`src/rtl/mcrb_fuse_load_ctrl.sv`:
```
// eFuse repair-load sequencer: deserialises the fuse stream into the skew regfile.
// Optional build macro MCRB_FUSE_PARITY_EN adds an even-parity bit per word.
//
// state | meaning
// IDLE  | waiting for ld_start_i
// ARM   | one-cycle fuse-valid strobe, counters cleared
// SHIFT | shift-valid high, one serial bit captured per edge
// WRITE | one-cycle regfile write of the assembled word
// DONE  | one-cycle completion pulse, loaded flag set
module mcrb_fuse_load_ctrl #(
    parameter int NUM_WORDS = 20,
    parameter int WORD_W    = 8,
    parameter int ADDR_W    = 5
) (
    input  logic              mc_rb_ef1_sclk_i,
    input  logic              gctl_rclk_orst_i,
    input  logic              ld_start_i,
    input  logic              ld_abort_i,
    input  logic              mc_rb_ef1_sdata_i,
    output logic              mc_rb_fuse_vld_o,
    output logic              mc_rb_ef1_svld_o,
    output logic              skew_wr_en_o,
    output logic [ADDR_W-1:0] skew_wr_addr_o,
    output logic [WORD_W-1:0] skew_wr_data_o,
    output logic              ld_busy_o,
    output logic              ld_done_o,
    output logic              ld_loaded_o,
    output logic              ld_err_o
);

    localparam logic [2:0] S_IDLE  = 3'd0;
    localparam logic [2:0] S_ARM   = 3'd1;
    localparam logic [2:0] S_SHIFT = 3'd2;
    localparam logic [2:0] S_WRITE = 3'd3;
    localparam logic [2:0] S_DONE  = 3'd4;

    localparam int BCW = $clog2(WORD_W + 1);
`ifdef MCRB_FUSE_PARITY_EN
    localparam int LAST_BIT = WORD_W;
`else
    localparam int LAST_BIT = WORD_W - 1;
`endif

    logic [2:0]        state_q, state_d;
    logic [ADDR_W-1:0] word_cnt_q, word_cnt_d;
    logic [BCW-1:0]    bit_cnt_q, bit_cnt_d;
    logic [WORD_W-1:0] shreg_q, shreg_d;
    logic [ADDR_W-1:0] addr_q, addr_d;
    logic [WORD_W-1:0] data_q, data_d;
    logic              loaded_q, loaded_d;
    logic              err_q, err_d;
    logic              par_ok;
    logic              wr_fire;

`ifdef MCRB_FUSE_PARITY_EN
    logic              par_q, par_d;
    assign par_ok = (par_q == ^shreg_q);
`else
    assign par_ok = 1'b1;
`endif

    // Abort and parity failure both gate the strobe combinationally in WRITE.
    assign wr_fire = (state_q == S_WRITE) && !ld_abort_i && par_ok;

    always_comb begin
        state_d    = state_q;
        word_cnt_d = word_cnt_q;
        bit_cnt_d  = bit_cnt_q;
        shreg_d    = shreg_q;
        addr_d     = addr_q;
        data_d     = data_q;
        loaded_d   = loaded_q;
        err_d      = err_q;
`ifdef MCRB_FUSE_PARITY_EN
        par_d      = par_q;
`endif
        case (state_q)
            S_IDLE: begin
                if (ld_start_i && !ld_abort_i) begin
                    state_d  = S_ARM;
                    loaded_d = 1'b0;
                    err_d    = 1'b0;
                end
            end
            S_ARM: begin
                word_cnt_d = '0;
                bit_cnt_d  = '0;
                shreg_d    = '0;
                state_d    = S_SHIFT;
            end
            S_SHIFT: begin
                for (int i = 0; i < WORD_W; i++) begin
                    if (bit_cnt_q == BCW'(i)) begin
                        shreg_d[i] = mc_rb_ef1_sdata_i;
                    end
                end
`ifdef MCRB_FUSE_PARITY_EN
                if (bit_cnt_q == BCW'(WORD_W)) begin
                    par_d = mc_rb_ef1_sdata_i;
                end
`endif
                bit_cnt_d = bit_cnt_q + 1'b1;
                if (bit_cnt_q == BCW'(LAST_BIT)) begin
                    state_d = S_WRITE;
                end
            end
            S_WRITE: begin
                if (wr_fire) begin
                    addr_d = word_cnt_q;
                    data_d = shreg_q;
                end
                if (!ld_abort_i && !par_ok) begin
                    err_d = 1'b1;
                end
                if (word_cnt_q == ADDR_W'(NUM_WORDS - 1)) begin
                    state_d = S_DONE;
                end else begin
                    word_cnt_d = word_cnt_q + 1'b1;
                    bit_cnt_d  = '0;
                    shreg_d    = '0;
                    state_d    = S_SHIFT;
                end
            end
            S_DONE: begin
                if (!ld_abort_i && !err_q) begin
                    loaded_d = 1'b1;
                end
                state_d = S_IDLE;
            end
            default: state_d = S_IDLE;
        endcase
        if (ld_abort_i && (state_q != S_IDLE)) begin
            state_d = S_IDLE;
        end
    end

    always_ff @(posedge mc_rb_ef1_sclk_i or posedge gctl_rclk_orst_i) begin
        if (gctl_rclk_orst_i) begin
            state_q    <= S_IDLE;
            word_cnt_q <= '0;
            bit_cnt_q  <= '0;
            shreg_q    <= '0;
            addr_q     <= '0;
            data_q     <= '0;
            loaded_q   <= 1'b0;
            err_q      <= 1'b0;
`ifdef MCRB_FUSE_PARITY_EN
            par_q      <= 1'b0;
`endif
        end else begin
            state_q    <= state_d;
            word_cnt_q <= word_cnt_d;
            bit_cnt_q  <= bit_cnt_d;
            shreg_q    <= shreg_d;
            addr_q     <= addr_d;
            data_q     <= data_d;
            loaded_q   <= loaded_d;
            err_q      <= err_d;
`ifdef MCRB_FUSE_PARITY_EN
            par_q      <= par_d;
`endif
        end
    end

    // Strobes decode straight from state so an async reset drops them at once.
    assign mc_rb_fuse_vld_o = (state_q == S_ARM);
    assign mc_rb_ef1_svld_o = (state_q == S_SHIFT);
    assign skew_wr_en_o     = wr_fire;
    assign skew_wr_addr_o   = wr_fire ? word_cnt_q : addr_q;
    assign skew_wr_data_o   = wr_fire ? shreg_q : data_q;
    assign ld_busy_o        = (state_q != S_IDLE);
    assign ld_done_o        = (state_q == S_DONE) && !ld_abort_i;
    assign ld_loaded_o      = loaded_q;
    assign ld_err_o         = err_q;

endmodule
```
`config.mk`:
```
export PLATFORM = sky130hd
export DESIGN_NAME = mcrb_fuse_load_ctrl
export DESIGN_NICKNAME = d
export VERILOG_FILES = /design/src/rtl/mcrb_fuse_load_ctrl.sv
export SDC_FILE = /design/constraint.sdc
export NUM_CORES = 1
export LEC_CHECK = 0
export BUFFER_PORTS_ARGS = -buffer_cell sky130_fd_sc_hd__buf_2
export CAP_MARGIN = 15
export CORE_MARGIN = 4
export CORE_UTILIZATION = 30
export CTS_CLUSTER_DIAMETER = 100
export DETAILED_ROUTE_END_ITERATION = 8
export PLACE_DENSITY = 0.46
export SKIP_LAST_GASP = 1
export SYNTH_ARGS = -nofsm -noshare
export SYNTH_HDL_FRONTEND = slang
export SYNTH_SLANG_ARGS = --single-unit
```
`constraint.sdc`:
```
create_clock -name mc_rb_ef1_sclk_i -period 2.6 [get_ports mc_rb_ef1_sclk_i]
set_clock_uncertainty 0.1 [all_clocks]
set_input_delay 0.13 -clock mc_rb_ef1_sclk_i [delete_from_list [all_inputs] [get_ports mc_rb_ef1_sclk_i]]
set_output_delay 0.13 -clock mc_rb_ef1_sclk_i [all_outputs]
set_load 0.03 [all_outputs]
```
==> impl_metrics.env <==
export IMPL_relSlewSlack_pct=52.55
export IMPL_synth_edf_count=0
export IMPL_async_reset_ff_share_pct=100.0
export IMPL_drive_above_1_share_pct=30.77
export IMPL_syn_avg_cell_area_sq_um=11.30
export IMPL_grt_usage_pct=11.24
export IMPL_fp_dieH_um=84.17
export IMPL_antenna_found_initial=0
export IMPL_drv_cap=0
export IMPL_irDropWorstVdd_mv=0.1932
export IMPL_stdcell_count=254
export IMPL_ys_ff_latch=34
export IMPL_p_sw_share_pct=27.21
export IMPL_dp_cells=244
export IMPL_fin_tns_setup_ns=0
export IMPL_area_growth_syn_to_layout_pct=17.18
export IMPL_cts_sinks=34
export IMPL_cts_root_buffer="clkbuf_8"
export IMPL_crit_start="state_q[1]$_DFFE_PP0P_"
export IMPL_port_buffers=23
export IMPL_fin_crit_sh_pct=86.88
export IMPL_cts_resized=0
export IMPL_p_sw_mw=0.3374
export IMPL_worstHoldStart="ld_start_i"
export IMPL_synth_most_common_cell="dfrtp_1"
export IMPL_htree_levels=2
export IMPL_min_path_type="primary input to register"
export IMPL_power_frac_comb_pct=14.6
export IMPL_clockPowerShare_pct=36.7
export IMPL_dr_pass1_iters=4
export IMPL_gp_congestion=0.7330
export IMPL_seqPwrFrac_pct=48.7
export IMPL_end_kind="output pin"
export IMPL_start_util_pct=31.22
export IMPL_netlist_instances=154
export IMPL_cp_required_ns=2.37
export IMPL_synth_nets=164
export IMPL_hold_violations=0
export IMPL_vias=1222
export IMPL_slowest_delay_ns=0.60
export IMPL_overflow=0
export IMPL_rsz0062_at_grt="no"
export IMPL_dp_hpwl_mm=2.503
export IMPL_ys_flop_type="dfrtp_1"
export IMPL_fillers=583
export IMPL_power_density_mw_per_mm2=607.9
export IMPL_route_layer_met1_wl_mm=1.610
export IMPL_clk_path_buf_depth=2
export IMPL_dieArea_sq_mm=0.007084
export IMPL_yosysWarnings=0
export IMPL_synthTopCellsByCount="dfrtp_1, mux2_2, nand2_1, o21ai_0, nand3_1"
export IMPL_crit_slowest_cell="dfrtp_1"
export IMPL_grt_pass1_wl_mm=6.327
export IMPL_cts_tree="built"
export IMPL_cts_clk_slew_worst_paths_ns=0.07
export IMPL_drc=0
export IMPL_r2r_start="word_cnt_q[0]$_DFFE_PP0P_"
export IMPL_wl_met2_mm=1.610
export IMPL_drt_iter0_drc=71
export IMPL_cts_made_buffers=5
export IMPL_tightest_slew_ns=0.7110
export IMPL_crit_type="register to output pin"
export IMPL_highest_layer="met4"
export IMPL_fmax_mhz=442.7
export IMPL_cellLeakagePower_nw=1.044
export IMPL_grt_max_degree=29
export IMPL_core_area_sq_mm=0.005574
export IMPL_netlist_cell_type_count=37
export IMPL_cp_arrival_ns=2.03
export IMPL_final_max_slew_viol_count=0
export IMPL_io_pins=25
export IMPL_yosysTopAreaCell="dfrtp_1"
export IMPL_crit_path_start_kind="register"
export IMPL_met3_length_um=150
export IMPL_synth_area_sq_mm=0.001740
export IMPL_final_util_pct=36.59
export IMPL_post_route_min_period_ns=2.259
export IMPL_seq_area_frac_synth_pct=48.89
export IMPL_placementRows=27
export IMPL_status="complete, no violations"
export IMPL_clk_insertion_delay_late_ns=0.29
export IMPL_wl_per_cell_um=13.55
export IMPL_p_int_mw=0.9025
export IMPL_finalWirelength_mm=3.442
export IMPL_setup_viol=0
export IMPL_ys_top_cells_by_area="dfrtp_1, mux2_2, mux2_1"
export IMPL_placed_area_sq_mm=0.001909
export IMPL_finalPower_mw=1.240
export IMPL_antenna_cells=0
export IMPL_grt_pass1_vias=1294
export IMPL_viasPerCell=4.811
export IMPL_dieWidth_um=84.17
export IMPL_crit_chain="and3_1, buf_4, mux2_1, buf_2"
export IMPL_drtAntennaViolNets=0
export IMPL_cp_max_fo=28
export IMPL_fin_area_sq_mm=0.002039
export IMPL_nNetsFinal=191
export IMPL_synth_top_area_share_pct=48.89
routing by layer:
layer	GRT usage, %	up-vias
li1	-	594
met1	14.19	599
met2	17.22	21
met3	3.925	8
met4	5.263	0
met5	0	-
cells in the final DEF (no fill, tap or decap), types with 3 or more instances in the layout:
cell	netlist	layout
a21oi_1	4	4
buf_2	2	23
clkbuf_8	0	8
dfrtp_1	34	34
ha_1	5	5
inv_1	6	6
mux2_1	7	7
mux2_2	19	19
mux2i_1	5	5
nand2_1	13	13
nand3_1	9	9
nor2_1	6	6
nor3_1	3	3
o21ai_0	10	10
what timing repair did:
action,in CTS,in global routing
endpoints found under the hold margin,18,0
setup buffers,0,0
hold buffers,2,0
power groups by stage:
stage	sequential, mW	clock, mW	combinational, mW
after floorplan	0.600	0	0.145
after global placement	0.611	0	0.181
after detailed placement	0.614	0	0.182
after global routing	0.610	0.496	0.207
final	0.604	0.455	0.181
after CTS	0.604	0.474	0.185
final timing paths:
kind	endpoint	slack, ns	cells past startpoint
setup / recovery	skew_wr_addr_o[0]	0.34	4
hold / removal	ld_loaded_o$_DFFE_PP0P_	0.02	3
setup reg to reg	shreg_q[7]$_DFFE_PP0P_	0.69	5
hold reg to reg	ld_loaded_o$_DFFE_PP0P_	0.38	1
max in group asynchronous	shreg_q[5]$_DFFE_PP0P_	1.30	4
min in group asynchronous	data_q[7]$_DFFE_PP0N_	0.40	3
cell families after synthesis:
group / synth area share (%)
AND/OR/NAND/NOR: 14.74
flip-flops: 48.89
other: 0.2155
AO/OA/AOI/OAI: 7.333
XOR/XNOR: 1.007
multiplexers: 19.70
adder cells (fa/ha/maj): 3.595
buffers and inverters: 4.528
final cells by class:
type	count	area (sq um)	area share [%]
sequential	34	850.8	41.72
inverter	7	27.53	1.350
clock buffer	8	110.1	5.399
timing repair buffer	27	150.1	7.362
tap	72	90.09	4.417
multi-input combinational	106	810.8	39.75
critical path, delay by kind of cell (launching register included):
kind	cells	cell delay [ns]
flip-flops	1	0.60
AND/OR/NAND/NOR	1	0.23
multiplexers	1	0.38
buffers and inverters	2	0.52
state kept, by name, summed over array words and instances, names as in the netlist:
register	flops
ld_loaded_o	1
addr_q	5
data_q	8
bit_cnt_q	4
state_q	3
word_cnt_q	5
shreg_q	8
stage by stage:
| stage | setup WS [ns] | hold slack, ns |
|---|---|---|
| floorplan | 0.9151 | 0.1028 |
| global placement | 0.7097 | 0.1818 |
| detailed placement | 0.6627 | 0.1972 |
| CTS | 0.3252 | 0.01862 |
| global route | 0.2386 | 0.04528 |
| finish | 0.3410 | 0.02210 |
No activity file was read; power rests on OpenSTA's default activity.
